===== config.mk =====
export PLATFORM = sky130hd
export DESIGN_NAME = cpu_ex_md
export DESIGN_NICKNAME = d
export VERILOG_FILES = /design/src/rtl/cpu_ex_md_pkg.sv /design/src/rtl/cpu_ex_md_mdu.sv /design/src/rtl/cpu_ex_md.sv
export SDC_FILE = /design/constraint.sdc
export NUM_CORES = 2
export LEC_CHECK = 0
export CAP_MARGIN = 0
export CORE_UTILIZATION = 58
export CTS_BUF_LIST = sky130_fd_sc_hd__clkbuf_8
export DETAILED_ROUTE_END_ITERATION = 16
export GPL_TIMING_DRIVEN = 0
export PLACE_DENSITY = 0.86
export SYNTH_ARGS = -nofsm -noshare
export SYNTH_HDL_FRONTEND = slang
export SYNTH_SLANG_ARGS = --single-unit

===== constraint.sdc =====
create_clock -name clk -period 9.85 [get_ports clk]
set_input_delay 1.4775 -clock clk [delete_from_list [all_inputs] [get_ports clk]]
set_output_delay 1.4775 -clock clk [all_outputs]
set_load 0.01 [all_outputs]

===== src/rtl/cpu_ex_md_pkg.sv =====
// cpu_ex_md_pkg
//   Shared encodings for the execute stage and its multiply/divide unit:
//   the decoded-controls word layout, ALU operations, PC-select codes,
//   R-type funct codes for the HI/LO instructions, the mul/div operation
//   class and the mul/div FSM states. It also holds two helpers: the
//   mul/div decoder and the ALU.
package cpu_ex_md_pkg;

    // Decoded controls word produced by the ID stage
    localparam int CON_W          = 16;
    localparam int CON_ALU_OP_LSB = 0;   // 4-bit ALU operation
    localparam int CON_ALU_SRC_IMM = 4;  // operand B is the extended immediate
    localparam int CON_SIGN_EXT   = 5;   // immediate is sign- (else zero-) extended
    localparam int CON_REG_WRITE  = 6;
    localparam int CON_REG_DST_RD = 7;   // destination rd (else rt)
    localparam int CON_LINK       = 8;   // write PC+4 to $31
    localparam int CON_BEQ        = 9;
    localparam int CON_BNE        = 10;
    localparam int CON_JUMP       = 11;
    localparam int CON_JR         = 12;
    localparam int CON_MEM_READ   = 13;
    localparam int CON_MEM_WRITE  = 14;
    localparam int CON_SYSCALL    = 15;

    localparam logic [CON_W-1:0] CON_NOP = '0;

    localparam logic [3:0] ALU_ADD  = 4'd0;
    localparam logic [3:0] ALU_SUB  = 4'd1;
    localparam logic [3:0] ALU_AND  = 4'd2;
    localparam logic [3:0] ALU_OR   = 4'd3;
    localparam logic [3:0] ALU_XOR  = 4'd4;
    localparam logic [3:0] ALU_NOR  = 4'd5;
    localparam logic [3:0] ALU_SLT  = 4'd6;
    localparam logic [3:0] ALU_SLTU = 4'd7;
    localparam logic [3:0] ALU_SLL  = 4'd8;
    localparam logic [3:0] ALU_SRL  = 4'd9;
    localparam logic [3:0] ALU_SRA  = 4'd10;
    localparam logic [3:0] ALU_LUI  = 4'd11;

    localparam logic [1:0] PC_INC_NORMAL       = 2'b00;
    localparam logic [1:0] PC_INC_TAKE         = 2'b01;
    localparam logic [1:0] PC_INC_STOP_OR_MASK = 2'b10;

    localparam logic [5:0] OP_RTYPE      = 6'h00;
    localparam logic [5:0] INS_R_SYSCALL = 6'h0C;
    localparam logic [5:0] INS_R_MFHI    = 6'h10;
    localparam logic [5:0] INS_R_MTHI    = 6'h11;
    localparam logic [5:0] INS_R_MFLO    = 6'h12;
    localparam logic [5:0] INS_R_MTLO    = 6'h13;
    localparam logic [5:0] INS_R_MULT    = 6'h18;
    localparam logic [5:0] INS_R_MULTU   = 6'h19;
    localparam logic [5:0] INS_R_DIV     = 6'h1A;
    localparam logic [5:0] INS_R_DIVU    = 6'h1B;

    typedef enum logic [3:0] {
        MD_NONE, MD_MULT, MD_MULTU, MD_DIV, MD_DIVU,
        MD_MFHI, MD_MFLO, MD_MTHI, MD_MTLO
    } md_op_e;

    typedef enum logic [1:0] {
        MD_IDLE, MD_MUL, MD_DIVIDE, MD_FIX
    } md_state_e;

    function automatic md_op_e md_decode(input logic [5:0] opcode, input logic [5:0] funct);
        md_op_e op;
        op = MD_NONE;
        if (opcode == OP_RTYPE) begin
            case (funct)
                INS_R_MULT:  op = MD_MULT;
                INS_R_MULTU: op = MD_MULTU;
                INS_R_DIV:   op = MD_DIV;
                INS_R_DIVU:  op = MD_DIVU;
                INS_R_MFHI:  op = MD_MFHI;
                INS_R_MFLO:  op = MD_MFLO;
                INS_R_MTHI:  op = MD_MTHI;
                INS_R_MTLO:  op = MD_MTLO;
                default:     op = MD_NONE;
            endcase
        end
        return op;
    endfunction

    function automatic logic [31:0] alu_calc(input logic [3:0] op, input logic [31:0] a,
                                             input logic [31:0] b, input logic [4:0] sh);
        logic signed [31:0] a_s;
        logic signed [31:0] b_s;
        logic [31:0] r;
        a_s = a;
        b_s = b;
        case (op)
            ALU_ADD:  r = a + b;
            ALU_SUB:  r = a - b;
            ALU_AND:  r = a & b;
            ALU_OR:   r = a | b;
            ALU_XOR:  r = a ^ b;
            ALU_NOR:  r = ~(a | b);
            ALU_SLT:  r = {31'd0, a_s < b_s};
            ALU_SLTU: r = {31'd0, a < b};
            ALU_SLL:  r = b << sh;
            ALU_SRL:  r = b >> sh;
            ALU_SRA:  r = b_s >>> sh;
            ALU_LUI:  r = {b[15:0], 16'd0};
            default:  r = a + b;
        endcase
        return r;
    endfunction

endpackage


===== src/rtl/cpu_ex_md_mdu.sv =====
// cpu_ex_md_mdu
//   Multi-cycle multiply/divide unit owning the HI/LO registers.
//   Ports:
//     clk, clr      clock, asynchronous active-high reset (FSM idle, HI=LO=0)
//     issue         an MD operation is accepted this cycle (only sampled when idle)
//     op            operation class (md_op_e encoding)
//     op_a, op_b    rs / rt operands
//     busy          a multiply or divide is in flight
//     hi, lo        HI/LO registers
module cpu_ex_md_mdu
    import cpu_ex_md_pkg::*;
#(
    parameter int MUL_CYCLES = 4,
    parameter int DIV_STEP   = 1
) (
    input  logic        clk,
    input  logic        clr,
    input  logic        issue,
    input  logic [3:0]  op,
    input  logic [31:0] op_a,
    input  logic [31:0] op_b,
    output logic        busy,
    output logic [31:0] hi,
    output logic [31:0] lo
);

    localparam int DIV_ITERS = 32 / DIV_STEP;
    localparam int CNT_W     = 8;

    md_op_e    op_e;
    md_state_e state, state_next;
    logic [CNT_W-1:0] cnt;
    logic cnt_done, start_mul, start_div, is_signed;

    // Operands extended to 64 bits (sign or zero) so the low half of one
    // product serves both MULT and MULTU.
    logic signed [63:0] mul_a_p0, mul_b_p0;
    logic signed [63:0] prod;
    logic [31:0] rem_p0, quo_p0, den_p0, dvd_p0;
    logic neg_q_p0, neg_r_p0, den_zero_p0;
    logic [31:0] rem_step, quo_step;
    logic [32:0] trial;

    assign op_e      = md_op_e'(op);
    assign is_signed = (op_e == MD_MULT) || (op_e == MD_DIV);
    assign start_mul = issue && (state == MD_IDLE) && (op_e == MD_MULT || op_e == MD_MULTU);
    assign start_div = issue && (state == MD_IDLE) && (op_e == MD_DIV || op_e == MD_DIVU);
    assign cnt_done  = (cnt == '0);
    assign prod      = mul_a_p0 * mul_b_p0;

    // Apply result signs; divide-by-zero returns all-ones quotient and the
    // raw dividend as remainder. INT_MIN / -1 falls out naturally as 0x80000000.
    function automatic logic [63:0] div_fixup(input logic [31:0] q, input logic [31:0] r,
                                              input logic [31:0] dvd, input logic neg_q,
                                              input logic neg_r, input logic den_zero);
        logic [31:0] q_f, r_f;
        if (den_zero) begin
            q_f = 32'hFFFF_FFFF;
            r_f = dvd;
        end else begin
            q_f = neg_q ? -q : q;
            r_f = neg_r ? -r : r;
        end
        return {r_f, q_f};
    endfunction

    always_comb begin
        state_next = state;
        busy       = 1'b0;
        case (state)
            MD_IDLE: begin
                if (start_mul)      state_next = MD_MUL;
                else if (start_div) state_next = MD_DIVIDE;
            end
            MD_MUL: begin
                busy = 1'b1;
                if (cnt_done) state_next = MD_IDLE;
            end
            MD_DIVIDE: begin
                busy = 1'b1;
                if (cnt_done) state_next = MD_FIX;
            end
            MD_FIX: begin
                busy       = 1'b1;
                state_next = MD_IDLE;
            end
            default: state_next = MD_IDLE;
        endcase
    end

    // Restoring divide, DIV_STEP quotient bits per cycle on magnitudes.
    // trial >= den guarantees trial - den fits in 32 bits.
    always_comb begin
        rem_step = rem_p0;
        quo_step = quo_p0;
        trial    = '0;
        for (int i = 0; i < DIV_STEP; i++) begin
            trial    = {rem_step, quo_step[31]};
            quo_step = {quo_step[30:0], 1'b0};
            if (trial >= {1'b0, den_p0}) begin
                rem_step    = trial[31:0] - den_p0;
                quo_step[0] = 1'b1;
            end else begin
                rem_step = trial[31:0];
            end
        end
    end

    always_ff @(posedge clk or posedge clr) begin
        if (clr) begin
            state <= MD_IDLE;
            cnt   <= '0;
            hi    <= '0;
            lo    <= '0;
        end else begin
            state <= state_next;
            if (start_mul)
                cnt <= CNT_W'(MUL_CYCLES - 1);
            else if (start_div)
                cnt <= CNT_W'(DIV_ITERS - 1);
            else if ((state == MD_MUL || state == MD_DIVIDE) && !cnt_done)
                cnt <= cnt - 1'b1;

            if (issue && state == MD_IDLE && op_e == MD_MTHI)
                hi <= op_a;
            if (issue && state == MD_IDLE && op_e == MD_MTLO)
                lo <= op_a;
            if (state == MD_MUL && cnt_done)
                {hi, lo} <= prod;
            if (state == MD_FIX)
                {hi, lo} <= div_fixup(quo_p0, rem_p0, dvd_p0, neg_q_p0, neg_r_p0, den_zero_p0);
        end
    end

    // Operand/partial-result registers carry no reset; the FSM gates their use.
    always_ff @(posedge clk) begin
        if (start_mul) begin
            mul_a_p0 <= {{32{is_signed & op_a[31]}}, op_a};
            mul_b_p0 <= {{32{is_signed & op_b[31]}}, op_b};
        end
        if (start_div) begin
            quo_p0      <= (is_signed && op_a[31]) ? -op_a : op_a;
            den_p0      <= (is_signed && op_b[31]) ? -op_b : op_b;
            rem_p0      <= '0;
            dvd_p0      <= op_a;
            neg_q_p0    <= is_signed & (op_a[31] ^ op_b[31]);
            neg_r_p0    <= is_signed & op_a[31];
            den_zero_p0 <= (op_b == '0);
        end else if (state == MD_DIVIDE) begin
            rem_p0 <= rem_step;
            quo_p0 <= quo_step;
        end
    end

endmodule


===== src/rtl/cpu_ex_md.sv =====
// cpu_ex_md
//   Execute stage with HI/LO multiply/divide. Computes the ALU result,
//   branch/jump next PC and write-back destination, and latches them into
//   the EX/MEM register. MD instructions that find the unit busy stall ID/EX.
//   Ports:
//     clk, clr                 clock, asynchronous active-high reset
//     flush, hold              EX/MEM bubble request / EX/MEM keep
//     current_pc, ins, controls, reg_read1_data, reg_read2_data   ID/EX inputs
//     _syscall_reg_v0/_a0      $v0/$a0 for SYSCALL
//     ex_stall                 ID/EX must hold (comb)
//     next_pc_realtime, pc_inc_realtime, reg_write_num_realtime   comb outputs
//     current_pc_ex .. reg_write_num                              EX/MEM latch
//     md_busy, halted, _syscall_display                           status
module cpu_ex_md
    import cpu_ex_md_pkg::*;
#(
    parameter int MUL_CYCLES = 4,
    parameter int DIV_STEP   = 1,
    parameter int HALT_CODE  = 10
) (
    input  logic             clk,
    input  logic             clr,
    input  logic             flush,
    input  logic             hold,
    input  logic [31:0]      current_pc,
    input  logic [31:0]      ins,
    input  logic [CON_W-1:0] controls,
    input  logic [31:0]      reg_read1_data,
    input  logic [31:0]      reg_read2_data,
    input  logic [31:0]      _syscall_reg_v0,
    input  logic [31:0]      _syscall_reg_a0,
    output logic             ex_stall,
    output logic [31:0]      next_pc_realtime,
    output logic [1:0]       pc_inc_realtime,
    output logic [4:0]       reg_write_num_realtime,
    output logic [31:0]      current_pc_ex,
    output logic [31:0]      ins_ex,
    output logic [CON_W-1:0] controls_ex,
    output logic [31:0]      reg_read2_data_ex,
    output logic [31:0]      alu_result,
    output logic             alu_zero,
    output logic             reg_write_en,
    output logic [4:0]       reg_write_num,
    output logic             md_busy,
    output logic             halted,
    output logic [31:0]      _syscall_display
);

    md_op_e md_op;
    logic md_start, md_access, md_issue, load;
    logic [31:0] md_hi, md_lo;
    logic [31:0] imm_ext, imm_sext, alu_b, alu_out, pc_plus4, br_target, j_target;
    logic [31:0] result_next;
    logic br_taken, we_next;
    logic [4:0] num_next;

    assign md_op     = md_decode(ins[31:26], ins[5:0]);
    assign md_start  = (md_op == MD_MULT) || (md_op == MD_MULTU) ||
                       (md_op == MD_DIV)  || (md_op == MD_DIVU);
    assign md_access = (md_op == MD_MFHI) || (md_op == MD_MFLO) ||
                       (md_op == MD_MTHI) || (md_op == MD_MTLO);
    assign ex_stall  = (md_start | md_access) & md_busy & ~halted;
    assign load      = ~hold & ~flush & ~ex_stall;
    assign md_issue  = load & ~md_busy & (md_start | md_op == MD_MTHI | md_op == MD_MTLO);

    cpu_ex_md_mdu #(
        .MUL_CYCLES (MUL_CYCLES),
        .DIV_STEP   (DIV_STEP)
    ) u_mdu (
        .clk   (clk),
        .clr   (clr),
        .issue (md_issue),
        .op    (md_op),
        .op_a  (reg_read1_data),
        .op_b  (reg_read2_data),
        .busy  (md_busy),
        .hi    (md_hi),
        .lo    (md_lo)
    );

    // ALU, immediate and write-back selection
    assign imm_sext = {{16{ins[15]}}, ins[15:0]};
    assign imm_ext  = controls[CON_SIGN_EXT] ? imm_sext : {16'd0, ins[15:0]};
    assign alu_b    = controls[CON_ALU_SRC_IMM] ? imm_ext : reg_read2_data;
    assign alu_out  = alu_calc(controls[CON_ALU_OP_LSB +: 4], reg_read1_data, alu_b, ins[10:6]);
    assign pc_plus4 = current_pc + 32'd4;

    always_comb begin
        result_next = alu_out;
        if (md_op == MD_MFHI)          result_next = md_hi;
        else if (md_op == MD_MFLO)     result_next = md_lo;
        else if (controls[CON_LINK])   result_next = pc_plus4;
    end

    always_comb begin
        we_next  = controls[CON_REG_WRITE] | (md_op == MD_MFHI) | (md_op == MD_MFLO);
        num_next = 5'd0;
        if (md_op == MD_MFHI || md_op == MD_MFLO) num_next = ins[15:11];
        else if (controls[CON_LINK])              num_next = 5'd31;
        else if (controls[CON_REG_DST_RD])        num_next = ins[15:11];
        else                                      num_next = ins[20:16];
        if (!we_next) num_next = 5'd0;
    end
    assign reg_write_num_realtime = num_next;

    // Branch / jump resolution
    assign br_target = pc_plus4 + {imm_sext[29:0], 2'b00};
    assign j_target  = {pc_plus4[31:28], ins[25:0], 2'b00};
    assign br_taken  = (controls[CON_BEQ] && reg_read1_data == reg_read2_data) ||
                       (controls[CON_BNE] && reg_read1_data != reg_read2_data) ||
                       controls[CON_JUMP] || controls[CON_JR];

    always_comb begin
        next_pc_realtime = pc_plus4;
        pc_inc_realtime  = br_taken ? PC_INC_TAKE : PC_INC_NORMAL;
        if (controls[CON_JR])        next_pc_realtime = reg_read1_data;
        else if (controls[CON_JUMP]) next_pc_realtime = j_target;
        else if (br_taken)           next_pc_realtime = br_target;
        if (halted) pc_inc_realtime = pc_inc_realtime | PC_INC_STOP_OR_MASK;
        if (clr) begin
            next_pc_realtime = '0;
            pc_inc_realtime  = '0;
        end
    end

    // EX/MEM register
    always_ff @(posedge clk or posedge clr) begin
        if (clr) begin
            current_pc_ex     <= '0;
            ins_ex            <= '0;
            controls_ex       <= CON_NOP;
            reg_read2_data_ex <= '0;
            alu_result        <= '0;
            alu_zero          <= 1'b0;
            reg_write_en      <= 1'b0;
            reg_write_num     <= '0;
            halted            <= 1'b0;
            _syscall_display  <= '0;
        end else if (hold) begin
            // MEM not ready: keep everything
        end else if (flush || ex_stall) begin
            current_pc_ex     <= '0;
            ins_ex            <= '0;
            controls_ex       <= CON_NOP;
            reg_read2_data_ex <= '0;
            alu_result        <= '0;
            alu_zero          <= 1'b0;
            reg_write_en      <= 1'b0;
            reg_write_num     <= '0;
        end else begin
            current_pc_ex     <= current_pc;
            ins_ex            <= ins;
            controls_ex       <= controls;
            reg_read2_data_ex <= reg_read2_data;
            alu_result        <= result_next;
            alu_zero          <= (alu_out == '0);
            reg_write_en      <= we_next;
            reg_write_num     <= num_next;
            if (controls[CON_SYSCALL]) begin
                if (_syscall_reg_v0 == 32'(HALT_CODE)) halted <= 1'b1;
                else                                   _syscall_display <= _syscall_reg_a0;
            end
        end
    end

endmodule


==> results by group <==
Status
  • Status: complete, but fails checks
  • Failing checks: capacitance limit, slew limit, setup timing

Placement
  • Port Buffers: 433
  • Post-DP HPWL: 300,000 um
  • Placed Cells: 10,400
  • Final Wtd Congestion: 1.16

Synth
  • Post-Syn Area: around 74,000 sq um
  • Post-synth ARST share: 0.567
  • Top_reg_cell synth: dfrtp_1
  • Post-synth top area cell: fa_1
  • Register area share after synthesis: 0.162
  • Netlist cell types: 116
  • Dominant cells by area after synthesis: fa_1, dfrtp_1, edfxtp_1
  • Number of flops mapped to enable cells by yosys: 165
  • Mapped Nets: approximately 10,000
  • Yosys reg bits: 455
  • Synthesized area per cell: 8.96 sq um
  • Post-synth top area share: 0.304
  • Post-Syn Instances: 8,286
  • Syn. warnings: 0

Timing
  • Slew Limit Fails: 97
  • Clk_skew: 52.3 ps
  • Final Hold Fails: 0
  • Period minus WS final: 9960 ps
  • Slew @ Worst Pin: 1670 ps
  • Slew HR: -0.115
  • Final setup vio count: 4
  • Max frequency: 0.100 GHz
  • Final period utilization: 1.01
  • Setup ws final: -113 ps

Floorplanning
  • Die X: 360 um
  • Row cnt: 130
  • Core Box Area: around 130,000 sq um
  • IO Count: 437
  • Die area: roughly 130,000 sq um
  • Die H: between 300 and 400 um
  • Starting Density: 0.588

Finish
  • Nets@finish: 10,600
  • Layout area overhead: 11.4%
  • Share of layout cells above drive strength 1: 0.0480
  • Highest-count cells in the layout ignoring fill and taps: inv_1, fa_1, nand2_1
  • Filler cell count: 9,989
  • Non-filler cells, final: approximately 11,000
  • Final Util: 0.655
  • Commonest non-fill, non-tap cell in the layout: inv_1

CTS
  • H-tree levels: 3
  • Post-CTS Hold Fix Bufs: 0
  • Worst skew pair latency: around 800 ps
  • Clock Sink Count: between 400 and 500
  • Bufs on Longest Clock Path: 3
  • CTS Buf Count: 76
  • Root Driver: clkbuf_8
  • CTS tree: yes
  • Clock slew at reported path FFs: 70 ps

Power
  • Pwr dens: 71.9 nW/um^2
  • Max VDD drop: 0.000148 V
  • P_leak: 0.0379 uW

Global route
  • Largest net degree at the start of global routing: roughly 120
  • Initial antenna violation count: 45
  • Gr usage total: 0.572
  • Remaining Overflow, GRT: 0
  • First-pass GRT wire length: 524,000 um
  • Vias in the first global route: between 70,000 and 80,000

Route
  • Vias per cell: 6.90
  • Via count: 72,900
  • DR WL/cell: 35.3 um
  • Detail Route Antenna Nets: 0
  • # DRC: 0
  • WL final: 374,000 um
  • Pre-antenna DRT Iters: 9
  • DRT iter0 DRCs: around 11,000

Worst setup path
  • CP startpoint kind: register
  • Most used cell, CP: fa_1
  • CP max stage delay: 810 ps
  • Worst setup path class: register to register
  • Maximum fanout along the worst path: 10
  • CP arrival: 10,650 ps
  • WP data required: 10,540 ps
  • Slowest cell on the critical path: clkbuf_1
  • Setup crit end kind: register

Worst hold path
  • Min-delay worst type: register to register

Run
  • Max Cap Violations: 13
-- kinds of logic (layout without fill, tap and decap cells) --
logic type,Yosys count,after routing,synth area share
compound gates,1606,1606,0.146
xor+xnor,325,325,0.0383
fa+ha+maj,1514,1514,0.369
buf+inv,1805,2400,0.0933
flops,455,455,0.162
mux,203,203,0.0340
other cells,0,41,0
simple gates,2378,2378,0.157
-- cells in the mapped netlist (34+ instances only) --
cell type and n:
nand4_1 40, dfrtp_1 258, ha_1 385, o21ai_0 372, nor4_1 41, clkbuf_1 436
xor2_1 96, xnor2_1 229, nand3_1 76, o31ai_1 59, mux2i_1 95, nor2_1 332
a22o_1 114, and2_1 548, nand2b_1 65, nor3_1 87, nor2b_1 62, a221oi_1 34
o22ai_1 45, a31oi_1 47, a21o_1 87, a21oi_1 335, mux2_2 69, nand2_1 953
inv_1 1289, edfxtp_1 165, fa_1 1129, o211ai_1 68, or3_1 38, a211oi_1 71
-- registers in the layout (all words and copies together), names as in the netlist --
signal	cells
u_mdu.dvd_p0	32
u_mdu.neg_r_p0	1
reg_write_en	1
u_mdu.rem_p0	32
alu_result	32
controls_ex	16
u_mdu.cnt	8
u_mdu.quo_p0	32
reg_write_num	5
u_mdu.den_zero_p0	1
ins_ex	32
u_mdu.den_p0	32
current_pc_ex	32
reg_read2_data_ex	32
u_mdu.state	2
halted	1
u_mdu.mul_b_p0	33
u_mdu.hi	32
alu_zero	1
u_mdu.mul_a_p0	33
u_mdu.lo	32
_syscall_display	32
u_mdu.neg_q_p0	1
-- layout make-up --
cell class / count / area (sq um) / share of cell area
buffer: 507 / 2110 / 0.0254
timing repair buffer: 460 / 4620 / 0.0558
sequential: 455 / 12100 / 0.146
multi-input combinational: 6026 / 55400 / 0.669
clock inverter: 46 / 332 / 0.00401
antenna: 41 / 103 / 0.00124
inverter: 1298 / 4890 / 0.0591
tap: 1650 / 2060 / 0.0249
clock buffer: 89 / 1220 / 0.0148
-- repair_timing --
action,CTS,global route
setup endpoints to repair,5,14
buffers inserted,0,13
gates resized for setup,15,71
-- worst paths after layout --
kind                       cells after the start  slack [ps]          startpoint               end
max                                           26        -110  u_mdu.mul_a_p0[20]      u_mdu.hi[17]
max reg2reg                                   26        -110  u_mdu.mul_a_p0[20]      u_mdu.hi[17]
max in group asynchronous                      3        7940                 clr  current_pc_ex[6]
min in group asynchronous                      2         890                 clr        ins_ex[12]
min                                            2         480        u_mdu.lo[23]      u_mdu.lo[23]
min reg2reg                                    2         480        u_mdu.lo[23]      u_mdu.lo[23]
-- worst max-delay path, delay by kind of cell, from the launching register on --
family          cells  cell delay (ps)
buf+inv             5             1040
compound gates      7             1670
xor+xnor            1              600
simple gates        4             1220
fa+ha+maj           9             4610
flops               1              700
-- layer usage --
| metal | track usage | share of wire | vias up |
|---|---|---|---|
| li1 | - | - | 28300 |
| met1 | 0.627 | 0.31 | 35100 |
| met2 | 0.810 | 0.40 | 7015 |
| met3 | 0.254 | 0.16 | 2484 |
| met4 | 0.568 | 0.13 | 36 |
| met5 | 0.0144 | 0.0013 | - |
-- power breakdown --
| part | switching, uW | leakage, uW | internal (uW) |
|---|---|---|---|
| Sequential | 61.7 | 0.00502 | 2040 |
| Combinational | 1310 | 0.0320 | 673 |
| Clock | 960 | 0.000866 | 914 |
-- stage by stage --
step	power (uW)	TNS (ps)	instance area [sq um]	hold slack (ps)	worst slack, ps
2_1_floorplan	3010	0	74300	439	5.36
3_3_place_gp	3930	-764050	80700	458	-5610
3_5_place_dp	3940	-266	80900	467	-100
4_1_cts	5740	0	82400	481	3.41
5_1_grt	5980	-6.54	82700	495	-6.54
6_report	5950	-141	82700	482	-113
Note: power is estimated with default switching activity, not from simulation.
